==> src/rtl/ov7670_capture.sv <==
// OV7670 DVP capture: skips settling frames after SCCB config, then packs RGB565 byte pairs into pixels.
// Optional CMOS_LINE_CHECK_EN adds sticky line/frame geometry error flags.
module ov7670_capture #(
  parameter int H_DISP      = 640,
  parameter int V_DISP      = 480,
  parameter int SKIP_FRAMES = 10
) (
  input  logic        iCLK,
  input  logic        iRST,
  input  logic        iConfig_Done,
  input  logic        iCMOS_VSYNC,
  input  logic        iCMOS_HREF,
  input  logic [7:0]  iCMOS_DATA,
  output logic [15:0] oPix_Data,
  output logic        oPix_Valid,
  output logic [10:0] oPix_X,
  output logic [9:0]  oPix_Y,
  output logic        oFrame_Start,
  output logic        oFrame_End,
  output logic [7:0]  oFrame_Cnt
`ifdef CMOS_LINE_CHECK_EN
  ,
  output logic        oLine_Err,
  output logic        oFrame_Err
`endif
);

  // state    | meaning
  // WAIT_CFG | sensor not configured, capture held idle
  // SKIP     | counting VSYNC rises while sensor settles
  // WAIT_VS  | no skip requested, waiting for first frame boundary
  // ACTIVE   | delivering pixels and frame markers
  typedef enum logic [1:0] {WAIT_CFG, SKIP, WAIT_VS, ACTIVE} state_t;

  localparam logic [10:0] H_MAX  = 11'(H_DISP);
  localparam logic [9:0]  V_MAX  = 10'(V_DISP);
  localparam logic [7:0]  SKIP_N = 8'(SKIP_FRAMES);

  state_t      r_state;
  logic        r_vs_s1, r_vs_s2, r_href_s1, r_href_s2;
  logic [7:0]  r_data_s1, r_hi, r_skip_cnt;
  logic        r_phase, r_start_pend;
  logic [10:0] r_x;
  logic [9:0]  r_y;

  logic       w_vs_rise, w_href_fall;
  logic [7:0] w_skip_next;

  assign w_vs_rise   = r_vs_s1 & ~r_vs_s2;
  assign w_href_fall = ~r_href_s1 & r_href_s2;
  assign w_skip_next = r_skip_cnt + 8'd1;

  always_ff @(posedge iCLK) begin
    if (iRST) begin
      r_state      <= WAIT_CFG;
      r_vs_s1      <= 1'b0;
      r_vs_s2      <= 1'b0;
      r_href_s1    <= 1'b0;
      r_href_s2    <= 1'b0;
      r_data_s1    <= 8'd0;
      r_hi         <= 8'd0;
      r_skip_cnt   <= 8'd0;
      r_phase      <= 1'b0;
      r_start_pend <= 1'b0;
      r_x          <= 11'd0;
      r_y          <= 10'd0;
      oPix_Data    <= 16'd0;
      oPix_Valid   <= 1'b0;
      oPix_X       <= 11'd0;
      oPix_Y       <= 10'd0;
      oFrame_Start <= 1'b0;
      oFrame_End   <= 1'b0;
      oFrame_Cnt   <= 8'd0;
    end else begin
      r_vs_s1      <= iCMOS_VSYNC;
      r_vs_s2      <= r_vs_s1;
      r_href_s1    <= iCMOS_HREF;
      r_href_s2    <= r_href_s1;
      r_data_s1    <= iCMOS_DATA;
      oPix_Valid   <= 1'b0;
      oFrame_Start <= 1'b0;
      oFrame_End   <= 1'b0;
      r_start_pend <= 1'b0;
      if (!iConfig_Done) begin
        r_state <= WAIT_CFG;
        r_phase <= 1'b0;
      end else begin
        case (r_state)
          WAIT_CFG: begin
            r_skip_cnt <= 8'd0;
            r_state    <= (SKIP_FRAMES == 0) ? WAIT_VS : SKIP;
          end
          SKIP, WAIT_VS: begin
            if (w_vs_rise) begin
              r_skip_cnt <= w_skip_next;
              if (r_state == WAIT_VS || w_skip_next == SKIP_N) begin
                r_state      <= ACTIVE;
                oFrame_Start <= 1'b1;
                r_x          <= 11'd0;
                r_y          <= 10'd0;
                r_phase      <= 1'b0;
              end
            end
          end
          ACTIVE: begin
            if (r_start_pend) oFrame_Start <= 1'b1;
            if (w_vs_rise) begin
              // End of frame now, start of the next one on the following cycle
              oFrame_End   <= 1'b1;
              oFrame_Cnt   <= oFrame_Cnt + 8'd1;
              r_start_pend <= 1'b1;
              r_x          <= 11'd0;
              r_y          <= 10'd0;
              r_phase      <= 1'b0;
            end else if (w_href_fall) begin
              r_x     <= 11'd0;
              r_phase <= 1'b0;
              if (r_y < V_MAX) r_y <= r_y + 10'd1;
            end else if (r_href_s1) begin
              if (!r_phase) begin
                r_hi    <= r_data_s1;
                r_phase <= 1'b1;
              end else begin
                r_phase <= 1'b0;
                if (r_x < H_MAX && r_y < V_MAX) begin
                  oPix_Valid <= ~r_start_pend;
                  oPix_Data  <= {r_hi, r_data_s1};
                  oPix_X     <= r_x;
                  oPix_Y     <= r_y;
                  r_x        <= r_x + 11'd1;
                end
              end
            end
          end
          default: r_state <= WAIT_CFG;
        endcase
      end
    end
  end

`ifdef CMOS_LINE_CHECK_EN
  localparam logic [11:0] LINE_BYTES = 12'(2 * H_DISP);
  logic [11:0] r_byte_cnt;
  logic [9:0]  r_line_cnt;

  always_ff @(posedge iCLK) begin
    if (iRST || r_state == WAIT_CFG) begin
      oLine_Err  <= 1'b0;
      oFrame_Err <= 1'b0;
    end else if (r_state == ACTIVE && iConfig_Done) begin
      if (w_vs_rise && r_line_cnt != V_MAX) oFrame_Err <= 1'b1;
      if (!w_vs_rise && w_href_fall && r_byte_cnt != LINE_BYTES) oLine_Err <= 1'b1;
    end
  end

  // Geometry counters restart on every frame entry and boundary
  always_ff @(posedge iCLK) begin
    if (iRST || r_state != ACTIVE || !iConfig_Done || w_vs_rise) begin
      r_byte_cnt <= 12'd0;
      r_line_cnt <= 10'd0;
    end else if (w_href_fall) begin
      r_byte_cnt <= 12'd0;
      if (r_line_cnt != 10'h3FF) r_line_cnt <= r_line_cnt + 10'd1;
    end else if (r_href_s1 && r_byte_cnt != 12'hFFF) begin
      r_byte_cnt <= r_byte_cnt + 12'd1;
    end
  end
`endif

endmodule

==> config.mk <==
export PLATFORM = sky130hd
export DESIGN_NAME = ov7670_capture
export DESIGN_NICKNAME = d
export VERILOG_FILES = /design/src/rtl/ov7670_capture.sv
export SDC_FILE = /design/constraint.sdc
export NUM_CORES = 1
export LEC_CHECK = 0
export ABC_AREA = 1
export CAP_MARGIN = 25
export CORE_MARGIN = 4
export CORE_UTILIZATION = 40
export CTS_CLUSTER_DIAMETER = 30
export CTS_CLUSTER_SIZE = 30
export DETAILED_ROUTE_END_ITERATION = 8
export SLEW_MARGIN = 15
export SYNTH_ARGS = -nofsm -noshare
export SYNTH_HDL_FRONTEND = slang
export SYNTH_SLANG_ARGS = --single-unit
==> constraint.sdc <==
create_clock -name iCLK -period 2.2 [get_ports iCLK]
set_input_delay 0.33 -clock iCLK [delete_from_list [all_inputs] [get_ports iCLK]]
set_output_delay 0.33 -clock iCLK [all_outputs]
set_load 0.03 [all_outputs]
=== Yosys cells after proc, flatten, opt, wreduce, memory -nomap -nowiden ===
Cells that the tools add are included.

* RAM bits: 0
* Memories kept: 0
* Output and inout bits: 48
* Bits in latches: 0
* Input port bits: 13
* Logic and storage cells: 94
* Bits in registers: 100
* ROM bits: 0

* Divide/modulo/power cells: 0
* Eq/ne operators: 11
* Reduce and logical (&&, ||, !) cells: 17
* Shift operators: 0
* Add/sub/neg operators: 4
* Mux-type cells: 31
* Multiply operators: 0
* Bitwise gates (word level): 11
* Magnitude comparators: 2

{| class="wikitable"
|+ Operator list
! kind !! number
|-
| $mux 11 || 7
|-
| $mux 10 || 5
|-
| $pmux 11 s2 || 1
|-
| $pmux 10 s2 || 1
|-
| $add 8x1->8 const B || 2
|-
| $pmux 8 s2 || 1
|-
| $reduce_and 7->1 || 2
|-
| $ne 4x4->1 const B || 3
|-
| $reduce_and 6->1 || 2
|-
| $add 11x1->11 const B || 1
|-
| $lt 11x10->1 const B || 1
|-
| $add 10x1->10 const B || 1
|-
| $lt 10x9->1 const B || 1
|-
| $mux 1 || 10
|-
| $not 1->1 || 9
|-
| $reduce_and 3->1 || 3
|-
| $eq 8x4->1 const B || 1
|-
| $mux 8 || 1
|-
| $reduce_or 8->1 || 1
|-
| $ne 3x3->1 const B || 2
|-
| $eq 2x2->1 const B || 2
|-
| $mux 2 || 2
|-
| $ne 2x2->1 const B || 2
|-
| $pmux 1 s2 || 2
|-
| other kinds (10) || 13
|}

=== Depth between registers and ports, before layout ===
* Depth in word-level cells: 8
* Gate-level depth with buffers: 13
* Depth with buffers taken out: 13

=== Worst setup path before layout ===
No wires, ideal clock.

* Kind: reg-to-reg
* Start point: register r_state[1]
* End point: register r_y[3]
* Setup slack: 0.402 ns
* Period minus slack after synthesis: 1.798 ns
* Arrival: 1.672 ns
* Buffers on the path: 1
* Required time: 2.074 ns
* Stages on the path, launching flop included: 12
* Library setup time: 0.126 ns
* Path through: dfxtp_1 -> inv_1 -> ha_1 -> inv_1 -> nor2_1 -> nor2_1 -> o21ai_0 -> nor3_1 -> nand2_2 -> buf_6 -> o21ai_0 -> a21oi_1

* Word-level cells in the longest chain between the ends: 4
* Elaborated cells on any way between the ends: 12
* Those cells by class: eq/ne: 7; mux: 1; reduce/logical: 4

{| class="wikitable"
|+ RTL lines
! element !! line !! RTL
|-
| start: declaration || 39 || <nowiki>state_t r_state;</nowiki>
|-
| start signal: assignment || 91 || <nowiki>r_state <= (SKIP_FRAMES == 0) ? WAIT_VS : SKIP;</nowiki>
|-
| $eq 2x2->1 or $eq 2x1->1 (tied branches) || 88, 96 ||
|-
| $reduce_or 2->1 or $logic_or 1x1->1 (tied branches) || 88, 96 ||
|-
| $ne 2x2->1 (no line) or $reduce_bool 2->1 (tied branches) || n/a ||
|-
| $reduce_and 6->1 (no line) || n/a ||
|-
| end signal: assignment || 118 || <nowiki>if (r_y < V_MAX) r_y <= r_y + 10'd1;</nowiki>
|-
| end: declaration || 44 || <nowiki>logic [9:0] r_y;</nowiki>
|}

Parallel ways exist; a longest one is shown, timed or not.
A chain may end at the register's enable or synchronous reset.

=== Worst setup path in the final report ===
* Start point: register r_skip_cnt[1]
* End point: register r_y[3]

* Word-level cells in the longest chain between the ends: 5

{| class="wikitable"
|+ RTL lines
! element !! line !! RTL
|-
| start: declaration || 41 || <nowiki>logic [7:0] r_data_s1, r_hi, r_skip_cnt;</nowiki>
|-
| start signal: assignment || 95 || <nowiki>r_skip_cnt <= w_skip_next;</nowiki>
|-
| $add 8x1->8 || 51 || <nowiki>assign w_skip_next = r_skip_cnt + 8'd1;</nowiki>
|-
| $eq 8x4->1 || 96 || <nowiki>if (r_state == WAIT_VS || w_skip_next == SKIP_N) begin</nowiki>
|-
| $logic_or 1x1->1 || 96 ||
|-
| $ne 2x2->1 (no line) || n/a ||
|-
| $reduce_and 6->1 (no line) || n/a ||
|}

Every way passes these cells.

==> out/summary.txt <==
Status -> finished clean
Std-Cell Rows -> 37
Clock buffer count from CTS -> 9
Layout cells sized above 1 -> 0.0850
DRT Wirelength -> 9360 microns
Seq pwr share -> 0.586
Gate Count Post-Synth -> 573
Max cap viols -> 0
Total chip power -> 3.16 mW
Synth area leader -> dfxtp_1
Pre-CTS setup slack -> 7.66 ps
Setup violators final -> 0
Top post-synthesis cells by area -> dfxtp_1, nand2_1, a21oi_1, nor2_1, inv_1
Max Freq -> 511 MHz
Worst skew pair latency -> 360 ps
Initial Util -> 0.407
Dpl hpwl -> 6680 microns
Core footprint -> 10300 sq um
All-layer global routing usage -> 0.162
Data required, critical path -> 2450 ps
Clk sinks -> 100
Max FO, Critical Path -> 7
Startpoint types -> flop
Max Slew Vio Count -> 0
Sequential-to-total area share from yosys stat -> 0.478
Power Internal -> 2.34 mW
Horiz. Die Dim -> 110 microns
Worst EP arrival -> 2210 ps
Prevailing post-synth register cell -> dfxtp_1
CTS tree -> done
Final period utilization -> 0.890
CTS Hold Bufs -> 0
Clock power share -> 0.359
Largest net degree at the start of global routing -> 35
Post-synth top area share -> 0.478
Post-Syn Area -> 4190 sq um
Switching Fraction -> 0.259
Logic gate share of total power -> 0.055
Critical path class -> reg2reg
Worst slew pin tran -> 450 ps
Avg WL per Cell -> 12.0 microns
CP Capture Type -> flop
RD Place Congestion -> 0.843
Worst-path clk slew -> 110 ps
Vias in the first global route -> 3529
Total congestion overflow -> 0
Routed via count -> 3719
Final hold vios -> 0
Psw -> 0.816 mW
Cell Pwr Density -> 606 nW/um^2
Synthesized flop and latch total -> 100
Top Ports -> 61
Lkg Pwr -> 2.01 nW
Via density -> 4.75
Peak supply drop -> 0.351 mV
Nets -> 663
Synth cell types -> 34
Number of port buffers -> 60
Post-Syn Area per Cell -> 7.30 sq um
First-pass GRT wire length -> 15700 microns
RSZ-0062 raised after global routing -> no
Async S/R FF share, synth -> 0
Die area -> 12200 sq um
Final Util -> 0.507
Synth-to-layout area growth -> 24.5%
Worst Skew -> 14.5 ps
DRC Markers -> 0
Die Height -> 110 microns
CTS max path bufs -> 2
Syn Nets -> 594
EDFF count, synth -> 0
Number of antenna diodes -> 0
Setup WS post-layout -> 242 ps
Fin crit period -> 1960 ps
Fillers -> 1049
Final setup TNS -> 0 ps
Yosys warning total -> 0
DRT antenna net count -> 0
H-tree depth -> 3
Initial antenna violation count -> 0
Drt initial violations -> 178
First drt pass iteration count -> 4
Clock root cell -> clkbuf_8
Hold Crit Class -> in2reg
Max_slew headroom -> 0.700
kinds of logic after synthesis:
| kind of cell | after synthesis | share of synthesized area |
|---|---|---|
| AND/OR/NAND/NOR | 252 | 0.259 |
| AO/OA/AOI/OAI | 114 | 0.143 |
| flip-flops | 100 | 0.478 |
| buffers and inverters | 97 | 0.0915 |
| adder cells (fa/ha/maj) | 8 | 0.0239 |
| XOR/XNOR | 2 | 0.00419 |
metal layers:
| layer | GRT usage | share of wire | vias to the layer above |
|---|---|---|---|
| li1 | - | - | 1963 |
| met1 | 0.210 | 0.48 | 1672 |
| met2 | 0.270 | 0.45 | 80 |
| met3 | 0.0349 | 0.055 | 4 |
| met4 | 0.0484 | 0.0065 | 0 |
| met5 | 0 | 0 | - |
synthesized netlist by cell type (3+ instances only):
master    instances
nand2_1         118
dfxtp_1         100
nor2_1           76
inv_1            73
a21oi_1          66
o21ai_0          36
nand3_1          22
nor3_1           13
clkbuf_1         11
ha_1              8
buf_2             6
inv_2             4
nand2_2           4
nor3b_1           4
o21bai_1          4
nand3_2           3
nor2_4            3
cells in the final DEF (no fill, tap or decap), types with 4 or more instances in the layout:
| cell | count |
|---|---|
| nand3_1 | 22 |
| dfxtp_1 | 100 |
| buf_4 | 15 |
| nor2_1 | 76 |
| clkdlybuf4s50_1 | 59 |
| inv_1 | 73 |
| nor3b_1 | 4 |
| inv_2 | 4 |
| a21oi_1 | 66 |
| nand2_2 | 4 |
| ha_1 | 8 |
| nor3_1 | 12 |
| nand2_1 | 119 |
| o21bai_1 | 4 |
| clkbuf_8 | 9 |
| o21ai_0 | 36 |
through the flow:
stage	instance area [sq um]	hold slack (ps)	instances
3_3_place_gp	4980	430	762
2_1_floorplan	4190	416	573
3_5_place_dp	4980	429	762
4_1_cts	5170	409	778
6_report	5210	428	783
5_1_grt	5210	440	783
power by group through the flow:
| stage | Sequential [mW] | Clock (mW) | Combinational, mW |
|---|---|---|---|
| floorplan | 1.89 | 0 | 0.109 |
| global placement | 1.89 | 0 | 0.165 |
| detailed placement | 1.89 | 0 | 0.168 |
| CTS | 1.85 | 1.18 | 0.169 |
| global route | 1.85 | 1.23 | 0.199 |
| finish | 1.85 | 1.13 | 0.172 |
flip-flops by register name (all words and copies together), names as in the netlist, 10 cells and up:
signal / flops
r_y: 10
oPix_Y: 10
r_x: 11
oPix_X: 11
oPix_Data: 16
critical path: stages (launching register included):
cell and delay (ps):
dfxtp_1 420, ha_1 240, nand2_2 90, o21bai_1 150, nand2_1 100, nor2_2 120, nand3_2 90, nand3_2 130
nand2_2 140, buf_4 170, o21ai_0 140, a21oi_1 80
final timing paths:
check | slack, ps | start | end | depth (start not counted)
worst max-delay path | 240 | r_skip_cnt[1] | r_y[3] | 11
worst min-delay path | 430 | iRST | oPix_Data[4] | 3
worst max register to register | 240 | r_skip_cnt[1] | r_y[3] | 11
worst min register to register | 440 | r_x[10] | r_x[10] | 2
cell type report:
| class | count | area (sq um) | share of cell area |
|---|---|---|---|
| clock buffer | 9 | 124 | 0.0238 |
| clock inverter | 7 | 66.3 | 0.0127 |
| inverter | 77 | 289 | 0.0555 |
| multi-input combinational | 377 | 1810 | 0.347 |
| sequential | 100 | 2000 | 0.384 |
| tap | 136 | 170 | 0.0327 |
| timing repair buffer | 77 | 748 | 0.144 |
repair_timing:
action	4_1_cts	5_1_grt
resized for setup	0	1
setup endpoints to repair	0	9
setup buffers	0	4
Note: power is estimated with default switching activity, not from simulation.
